File: config.mk
export PLATFORM = sky130hd
export DESIGN_NAME = l1_trig_intercon
export DESIGN_NICKNAME = d
export VERILOG_FILES = /design/src/rtl/l1_trig_intercon.sv
export SDC_FILE = /design/constraint.sdc
export NUM_CORES = 1
export LEC_CHECK = 0
export CORE_AREA = 4 4 170 172
export CTS_BUF_LIST = sky130_fd_sc_hd__clkbuf_8
export DETAILED_ROUTE_END_ITERATION = 10
export DIE_AREA = 0 0 174 176
export PLACE_DENSITY = 0.62
export SYNTH_ARGS = -nofsm -noshare
export SYNTH_HDL_FRONTEND = slang
export SYNTH_SLANG_ARGS = --single-unit
File: constraint.sdc
create_clock -name wb_clk_i -period 2.5 [get_ports wb_clk_i]
set_clock_uncertainty 0.1 [all_clocks]
set_input_delay 0.5 -clock wb_clk_i [delete_from_list [all_inputs] [get_ports wb_clk_i]]
set_output_delay 0.5 -clock wb_clk_i [all_outputs]
set_load 0.01 [all_outputs]
File: src/rtl/l1_trig_intercon.sv
// Wishbone 1-to-4 bridge into the L1 trigger register space (thresh/control/agc/bq).
// Optional downstream timeout: define L1_INTERCON_TIMEOUT_EN.
module l1_trig_intercon #(
  parameter int unsigned TIMEOUT_CYCLES = 255,
  parameter logic [31:0] DISABLED_DATA  = 32'h0000_0000
) (
  input  logic        wb_clk_i,
  input  logic        wb_rstn_i,
  input  logic        clock_enabled_i,
  input  logic        wb_cyc_i,
  input  logic        wb_stb_i,
  input  logic        wb_we_i,
  input  logic [14:0] wb_adr_i,
  input  logic [31:0] wb_dat_i,
  input  logic [3:0]  wb_sel_i,
  output logic        wb_ack_o,
  output logic        wb_err_o,
  output logic        wb_rty_o,
  output logic [31:0] wb_dat_o,
  output logic        thresh_cyc_o,
  output logic        thresh_stb_o,
  output logic        thresh_we_o,
  output logic [12:0] thresh_adr_o,
  output logic [31:0] thresh_dat_o,
  output logic [3:0]  thresh_sel_o,
  input  logic        thresh_ack_i,
  input  logic        thresh_err_i,
  input  logic        thresh_rty_i,
  input  logic [31:0] thresh_dat_i,
  output logic        control_cyc_o,
  output logic        control_stb_o,
  output logic        control_we_o,
  output logic [12:0] control_adr_o,
  output logic [31:0] control_dat_o,
  output logic [3:0]  control_sel_o,
  input  logic        control_ack_i,
  input  logic        control_err_i,
  input  logic        control_rty_i,
  input  logic [31:0] control_dat_i,
  output logic        agc_cyc_o,
  output logic        agc_stb_o,
  output logic        agc_we_o,
  output logic [12:0] agc_adr_o,
  output logic [31:0] agc_dat_o,
  output logic [3:0]  agc_sel_o,
  input  logic        agc_ack_i,
  input  logic        agc_err_i,
  input  logic        agc_rty_i,
  input  logic [31:0] agc_dat_i,
  output logic        bq_cyc_o,
  output logic        bq_stb_o,
  output logic        bq_we_o,
  output logic [12:0] bq_adr_o,
  output logic [31:0] bq_dat_o,
  output logic [3:0]  bq_sel_o,
  input  logic        bq_ack_i,
  input  logic        bq_err_i,
  input  logic        bq_rty_i,
  input  logic [31:0] bq_dat_i
);

  typedef enum logic [1:0] {IDLE, ACCESS, DONE} state_t;
  typedef enum logic [1:0] {R_ACK, R_ERR, R_RTY} resp_t;

  if (TIMEOUT_CYCLES < 1) begin : g_bad_timeout
    $error("TIMEOUT_CYCLES must be at least 1");
  end

  state_t      state_q, state_d;
  resp_t       resp_q, resp_d;
  logic [1:0]  tgt_q, tgt_d;
  logic        we_q, we_d;
  logic [12:0] adr_q, adr_d;
  logic [31:0] wdat_q, wdat_d;
  logic [3:0]  sel_q, sel_d;
  logic        cyc_q, cyc_d;
  logic [31:0] rdat_q, rdat_d;
  logic        drop_q, drop_d;
  logic        ack_q, ack_d;
  logic        err_q, err_d;
  logic        rty_q, rty_d;

`ifdef L1_INTERCON_TIMEOUT_EN
  localparam int CW = ($clog2(TIMEOUT_CYCLES + 1) > 8) ?
                      $clog2(TIMEOUT_CYCLES + 1) : 8;
  localparam logic [CW-1:0] LAST = CW'(TIMEOUT_CYCLES - 1);
  logic [CW-1:0] cnt_q, cnt_d;
`endif

  logic        s_ack, s_err, s_rty;
  logic [31:0] s_dat;

  // Only the port that owns the current access may terminate it
  always_comb begin
    s_ack = 1'b0;
    s_err = 1'b0;
    s_rty = 1'b0;
    s_dat = '0;
    unique case (tgt_q)
      2'd0: {s_ack, s_err, s_rty, s_dat} =
              {thresh_ack_i, thresh_err_i, thresh_rty_i, thresh_dat_i};
      2'd1: {s_ack, s_err, s_rty, s_dat} =
              {control_ack_i, control_err_i, control_rty_i, control_dat_i};
      2'd2: {s_ack, s_err, s_rty, s_dat} =
              {agc_ack_i, agc_err_i, agc_rty_i, agc_dat_i};
      default: {s_ack, s_err, s_rty, s_dat} =
              {bq_ack_i, bq_err_i, bq_rty_i, bq_dat_i};
    endcase
  end

  always_comb begin
    state_d = state_q;
    resp_d  = resp_q;
    tgt_d   = tgt_q;
    we_d    = we_q;
    adr_d   = adr_q;
    wdat_d  = wdat_q;
    sel_d   = sel_q;
    cyc_d   = cyc_q;
    rdat_d  = rdat_q;
    drop_d  = drop_q;
    ack_d   = 1'b0;
    err_d   = 1'b0;
    rty_d   = 1'b0;
`ifdef L1_INTERCON_TIMEOUT_EN
    cnt_d   = cnt_q;
`endif
    unique case (state_q)
      IDLE: begin
        drop_d = 1'b0;
`ifdef L1_INTERCON_TIMEOUT_EN
        cnt_d  = '0;
`endif
        if (wb_cyc_i && wb_stb_i) begin
          tgt_d  = wb_adr_i[14:13];
          adr_d  = wb_adr_i[12:0];
          wdat_d = wb_dat_i;
          we_d   = wb_we_i;
          sel_d  = wb_sel_i;
          if (clock_enabled_i) begin
            cyc_d   = 1'b1;
            state_d = ACCESS;
          end else begin
            rdat_d  = DISABLED_DATA;
            resp_d  = R_ACK;
            state_d = DONE;
          end
        end
      end
      ACCESS: begin
        if (!wb_cyc_i) drop_d = 1'b1;
        if (s_err || s_rty || s_ack) begin
          cyc_d   = 1'b0;
          rdat_d  = s_dat;
          resp_d  = s_err ? R_ERR : (s_rty ? R_RTY : R_ACK);
          state_d = DONE;
        end
`ifdef L1_INTERCON_TIMEOUT_EN
        else if (cnt_q == LAST) begin
          cyc_d   = 1'b0;
          rdat_d  = '1;
          resp_d  = R_ERR;
          state_d = DONE;
        end else begin
          cnt_d = cnt_q + 1'b1;
        end
`endif
      end
      DONE: begin
        state_d = IDLE;
        // An abandoned cycle completes downstream but is never terminated
        if (wb_cyc_i && !drop_q) begin
          ack_d = (resp_q == R_ACK);
          err_d = (resp_q == R_ERR);
          rty_d = (resp_q == R_RTY);
        end
      end
      default: state_d = IDLE;
    endcase
  end

  always_ff @(posedge wb_clk_i or negedge wb_rstn_i) begin
    if (!wb_rstn_i) begin
      state_q <= IDLE;
      resp_q  <= R_ACK;
      tgt_q   <= '0;
      we_q    <= 1'b0;
      adr_q   <= '0;
      wdat_q  <= '0;
      sel_q   <= '0;
      cyc_q   <= 1'b0;
      rdat_q  <= '0;
      drop_q  <= 1'b0;
      ack_q   <= 1'b0;
      err_q   <= 1'b0;
      rty_q   <= 1'b0;
`ifdef L1_INTERCON_TIMEOUT_EN
      cnt_q   <= '0;
`endif
    end else begin
      state_q <= state_d;
      resp_q  <= resp_d;
      tgt_q   <= tgt_d;
      we_q    <= we_d;
      adr_q   <= adr_d;
      wdat_q  <= wdat_d;
      sel_q   <= sel_d;
      cyc_q   <= cyc_d;
      rdat_q  <= rdat_d;
      drop_q  <= drop_d;
      ack_q   <= ack_d;
      err_q   <= err_d;
      rty_q   <= rty_d;
`ifdef L1_INTERCON_TIMEOUT_EN
      cnt_q   <= cnt_d;
`endif
    end
  end

  assign wb_ack_o = ack_q;
  assign wb_err_o = err_q;
  assign wb_rty_o = rty_q;
  assign wb_dat_o = rdat_q;

  assign thresh_cyc_o  = cyc_q & (tgt_q == 2'd0);
  assign thresh_stb_o  = thresh_cyc_o;
  assign thresh_we_o   = thresh_cyc_o & we_q;
  assign thresh_adr_o  = adr_q;
  assign thresh_dat_o  = wdat_q;
  assign thresh_sel_o  = sel_q;

  assign control_cyc_o = cyc_q & (tgt_q == 2'd1);
  assign control_stb_o = control_cyc_o;
  assign control_we_o  = control_cyc_o & we_q;
  assign control_adr_o = adr_q;
  assign control_dat_o = wdat_q;
  assign control_sel_o = sel_q;

  assign agc_cyc_o     = cyc_q & (tgt_q == 2'd2);
  assign agc_stb_o     = agc_cyc_o;
  assign agc_we_o      = agc_cyc_o & we_q;
  assign agc_adr_o     = adr_q;
  assign agc_dat_o     = wdat_q;
  assign agc_sel_o     = sel_q;

  assign bq_cyc_o      = cyc_q & (tgt_q == 2'd3);
  assign bq_stb_o      = bq_cyc_o;
  assign bq_we_o       = bq_cyc_o & we_q;
  assign bq_adr_o      = adr_q;
  assign bq_dat_o      = wdat_q;
  assign bq_sel_o      = sel_q;

endmodule

==> results.py <==
metrics = {
    "outcome": {
        "status": "finished clean",
    },
    "timing": {
        "drv_slew": 0,
        "timing.fmax_mhz": 426,
        "grt_setup_unrepaired": "false",
        "layout_min_cycle_time_ns": 2.35,
        "relSlewSlack_pct": 41.6,
        "hold_viol_final": 0,
        "tightest_slew_ns": 0.873,
        "post-route-period-util_pct": 93.9,
        "setup_violations": 0,
    },
    "setup_path": {
        "cpPeakStageDelay_ns": 0.56,
        "crit_arrival_ns": 1.75,
        "crit_required_ns": 1.90,
        "critical_path_class": "reg -> out",
        "critPathMaxFanout": 5,
        "rr_startpoint": "tgt_q[0]$_DFFE_PN0P_",
        "rr_endpoint": "wb_dat_o[24]$_DFFE_PN0P_",
        "cp.buffers_inverters": 2,
        "r2r_slack_ns": 0.20,
        "cp_slowest_cell": "clkdlybuf4s50_1",
        "crit_path_start": "tgt_q[0]$_DFFE_PN0P_",
        "rr_worst_depth": 4,
        "cp-end-kind": "primary output",
        "cp_top_family": "buffers and inverters",
        "crit_chain": "buf_4 -> nor2_1 -> clkdlybuf4s50_1",
        "worstSetupStartpointType": "flop",
    },
    "clock_network": {
        "cts_sinks": 93,
        "clk_pin_slew_ns": 0.10,
        "clock_insertion_delay_worst_skew_ns": 0.37,
        "cts_max_level": 3,
        "cts_tree": "yes",
        "cts_buffers": 9,
        "clk_path_buf_depth": 2,
        "cts-root-buf": "clkbuf_8",
    },
    "logic_synthesis": {
        "synthTopCellsByArea": "dfrtp_1 (39%), buf_4 (19%), mux4_2 (13%)",
        "synth_top_family_by_area": "multiplexers",
        "synthFlopType": "dfrtp_1",
        "seq_area_frac_synth_pct": 39.4,
        "yosys.area.top_type_share_pct": 39.4,
        "yosys_warnings": 0,
        "syn-mean-instance-area_um2": 11.6,
        "synth_fa_ha_area_share_pct": 0,
        "postSynth.asyncResetShare_pct": 100,
        "synth_edf_count": 0,
        "syn_area_um2": 5910,
        "synth_mux_area_share_pct": 23.1,
        "synth_xor_area_share_pct": 0,
        "synth-compound-area-share_pct": 6.84,
        "yosys.area_share.simple_pct": 8.05,
        "synth-seq-cells": 93,
        "syn_inst": 508,
        "yosysUniqueCellTypes": 32,
        "syn-num-nets": 705,
        "synth_top_area_cell": "dfrtp_1",
    },
    "grt": {
        "grt_usage_pct": 13.0,
        "grt_pass1_wl_um": 31500,
        "grt-busiest-layer": "met2",
        "grt_pass1_vias": 5299,
        "grtUsageMet1_pct": 15.0,
        "antenna_found_initial": 0,
        "met3_usage_pct": 3.92,
        "grt_max_degree": 50,
        "grt.overflow.total": 0,
        "grt_util_met2_pct": 23.8,
    },
    "worst_hold_path": {
        "hold_path_depth": 1,
        "holdCritPathClass": "reg -> reg",
        "min_to": "wb_rty_o$_DFF_PN0_",
        "min-delay-start": "resp_q[0]$_DFFE_PN0P_",
    },
    "layout": {
        "drive_above_1_share_pct": 16.6,
        "syn2layout_area_growth_pct": 67.3,
        "nets": 989,
        "fin_util_pct": 36.0,
        "diodes": 0,
        "fill_cells": 2722,
    },
    "route": {
        "drt_pass1_iterations": 4,
        "antenna_left": 0,
        "drc_errors": 0,
        "wire_per_inst_um": 18.5,
        "routed_via_density": 4.42,
        "vias": 5051,
        "drt_iter0_drc": 170,
        "routed_wl_um": 21100,
    },
    "placement": {
        "numPortBuffers": 439,
        "hpwl_um": 17000,
        "gp_congestion": 0.718,
    },
    "floorplanning": {
        "io_pins": 440,
        "core_area_um2": 27500,
        "start_util_pct": 21.5,
        "die_height_um": 176,
        "fp-row-count": 61,
        "dieArea_um2": 30600,
        "die_w_um": 174,
    },
    "pwr": {
        "irDropWorstVdd_uv": 316,
        "p_per_area_nw_per_um2": 775,
        "p_leak_nw": 3.75,
        "total_power_mw": 7.66,
    },
    "run": {
        "maxCapViolCount": 0,
    },
}
[report_power, final]
part	internal [mW]	total (mW)	leakage, nW	switching, mW
Sequential	1.91	2.37	1.15	0.467
Combinational	2.54	4.13	2.48	1.59
Clock	0.570	1.16	0.114	0.589
[repair_timing]
item / CTS / global route
endpoints found under the setup margin: 9 / 7
setup buffers: 3 / 1
pin swaps: 0 / 0
hold endpoints to repair: 16 / 0
hold buffers: 1 / 0
gates resized for setup: 5 / 1
[cell usage in the layout (no fill, tap or decap), types with 2 or more instances in the layout]
cell type        synthesis  routed
nand2_1                 38      38
clkdlybuf4s50_1          0     435
clkbuf_8                 0       9
dlygate4sd2_1            0       2
inv_6                    0       2
a21oi_1                  2       2
dfrtp_4                  0       2
buf_4                  151      20
nor3_1                   6       6
mux2_2                  51      51
mux4_2                  35      35
nor3b_1                  3       2
dfrtp_1                 93      91
bufinv_16                0       2
nor2_1                   6       6
buf_12                   0       3
inv_1                    5       5
nor4_1                  32      32
clkinv_2                 0       2
a221o_1                 32      32
[worst max-delay path by stage]
stage | endpoint | slack [ns] | cells past startpoint
2_1_floorplan | control_stb_o | 0.04 | 6
3_3_place_gp | wb_dat_o[26]$_DFFE_PN0P_ | -0.07 | 4
3_5_place_dp | wb_dat_o[26]$_DFFE_PN0P_ | -0.08 | 4
4_1_cts | control_stb_o | 0.02 | 2
5_1_grt | agc_cyc_o | 0.04 | 3
6_report | agc_stb_o | 0.15 | 3
[cells in the mapped netlist (2+ instances only)]
library cell / count
a21oi_1: 2
a221o_1: 32
buf_1: 3
buf_2: 4
buf_4: 151
buf_6: 5
clkbuf_1: 26
dfrtp_1: 93
inv_1: 5
mux2_2: 51
mux4_2: 35
nand2_1: 38
nor2_1: 6
nor3_1: 6
nor3b_1: 3
nor4_1: 32
[worst register-to-register path, stage by stage (launching register included)]
cell and delay [ns]:
dfrtp_4 0.45, buf_4 0.18, mux4_2 0.57, o31a_4 0.53, a221o_1 0.35
[state kept, by name (all words and copies together), names as in the netlist, 2 cells and up]
register,count
wb_dat_o,32
state_q,2
resp_q,2
agc_adr_o,13
agc_sel_o,4
agc_dat_o,32
tgt_q,2
[layout make-up]
class / count / area [µm²] / area share [%]
clock buffer: 9 / 124 / 1.25
inverter: 5 / 18.8 / 0.190
multi-input combinational: 221 / 2270 / 23.0
clock inverter: 7 / 96.3 / 0.975
sequential: 93 / 2330 / 23.6
tap: 346 / 433 / 4.38
timing repair buffer: 462 / 4600 / 46.6
[through the flow]
step           TNS (ns)  setup WS [ns]  cells  cell area (µm²)  hold WS [ns]
5_1_grt               0         0.0402   1143             9880         0.427
2_1_floorplan         0         0.0436    508             5910         0.104
4_1_cts               0         0.0233   1142             9870         0.405
3_5_place_dp      -1.38        -0.0779   1122             9610         0.395
3_3_place_gp      -1.20        -0.0660   1122             9610         0.386
6_report              0          0.152   1143             9880         0.407
[cell families after synthesis]
group / count (synthesis)
muxes: 86
AOI/OAI and AO/OA: 42
DFF: 93
and+or+nand+nor: 93
buffers and inverters: 194
[layer usage]
layer / up-vias / wire, µm
li1: 2266 / -
met1: 2502 / 7870
met2: 268 / 11300
met3: 15 / 1760
met4: 0 / 253
met5: - / 0
(Power assumes the default switching activity.)
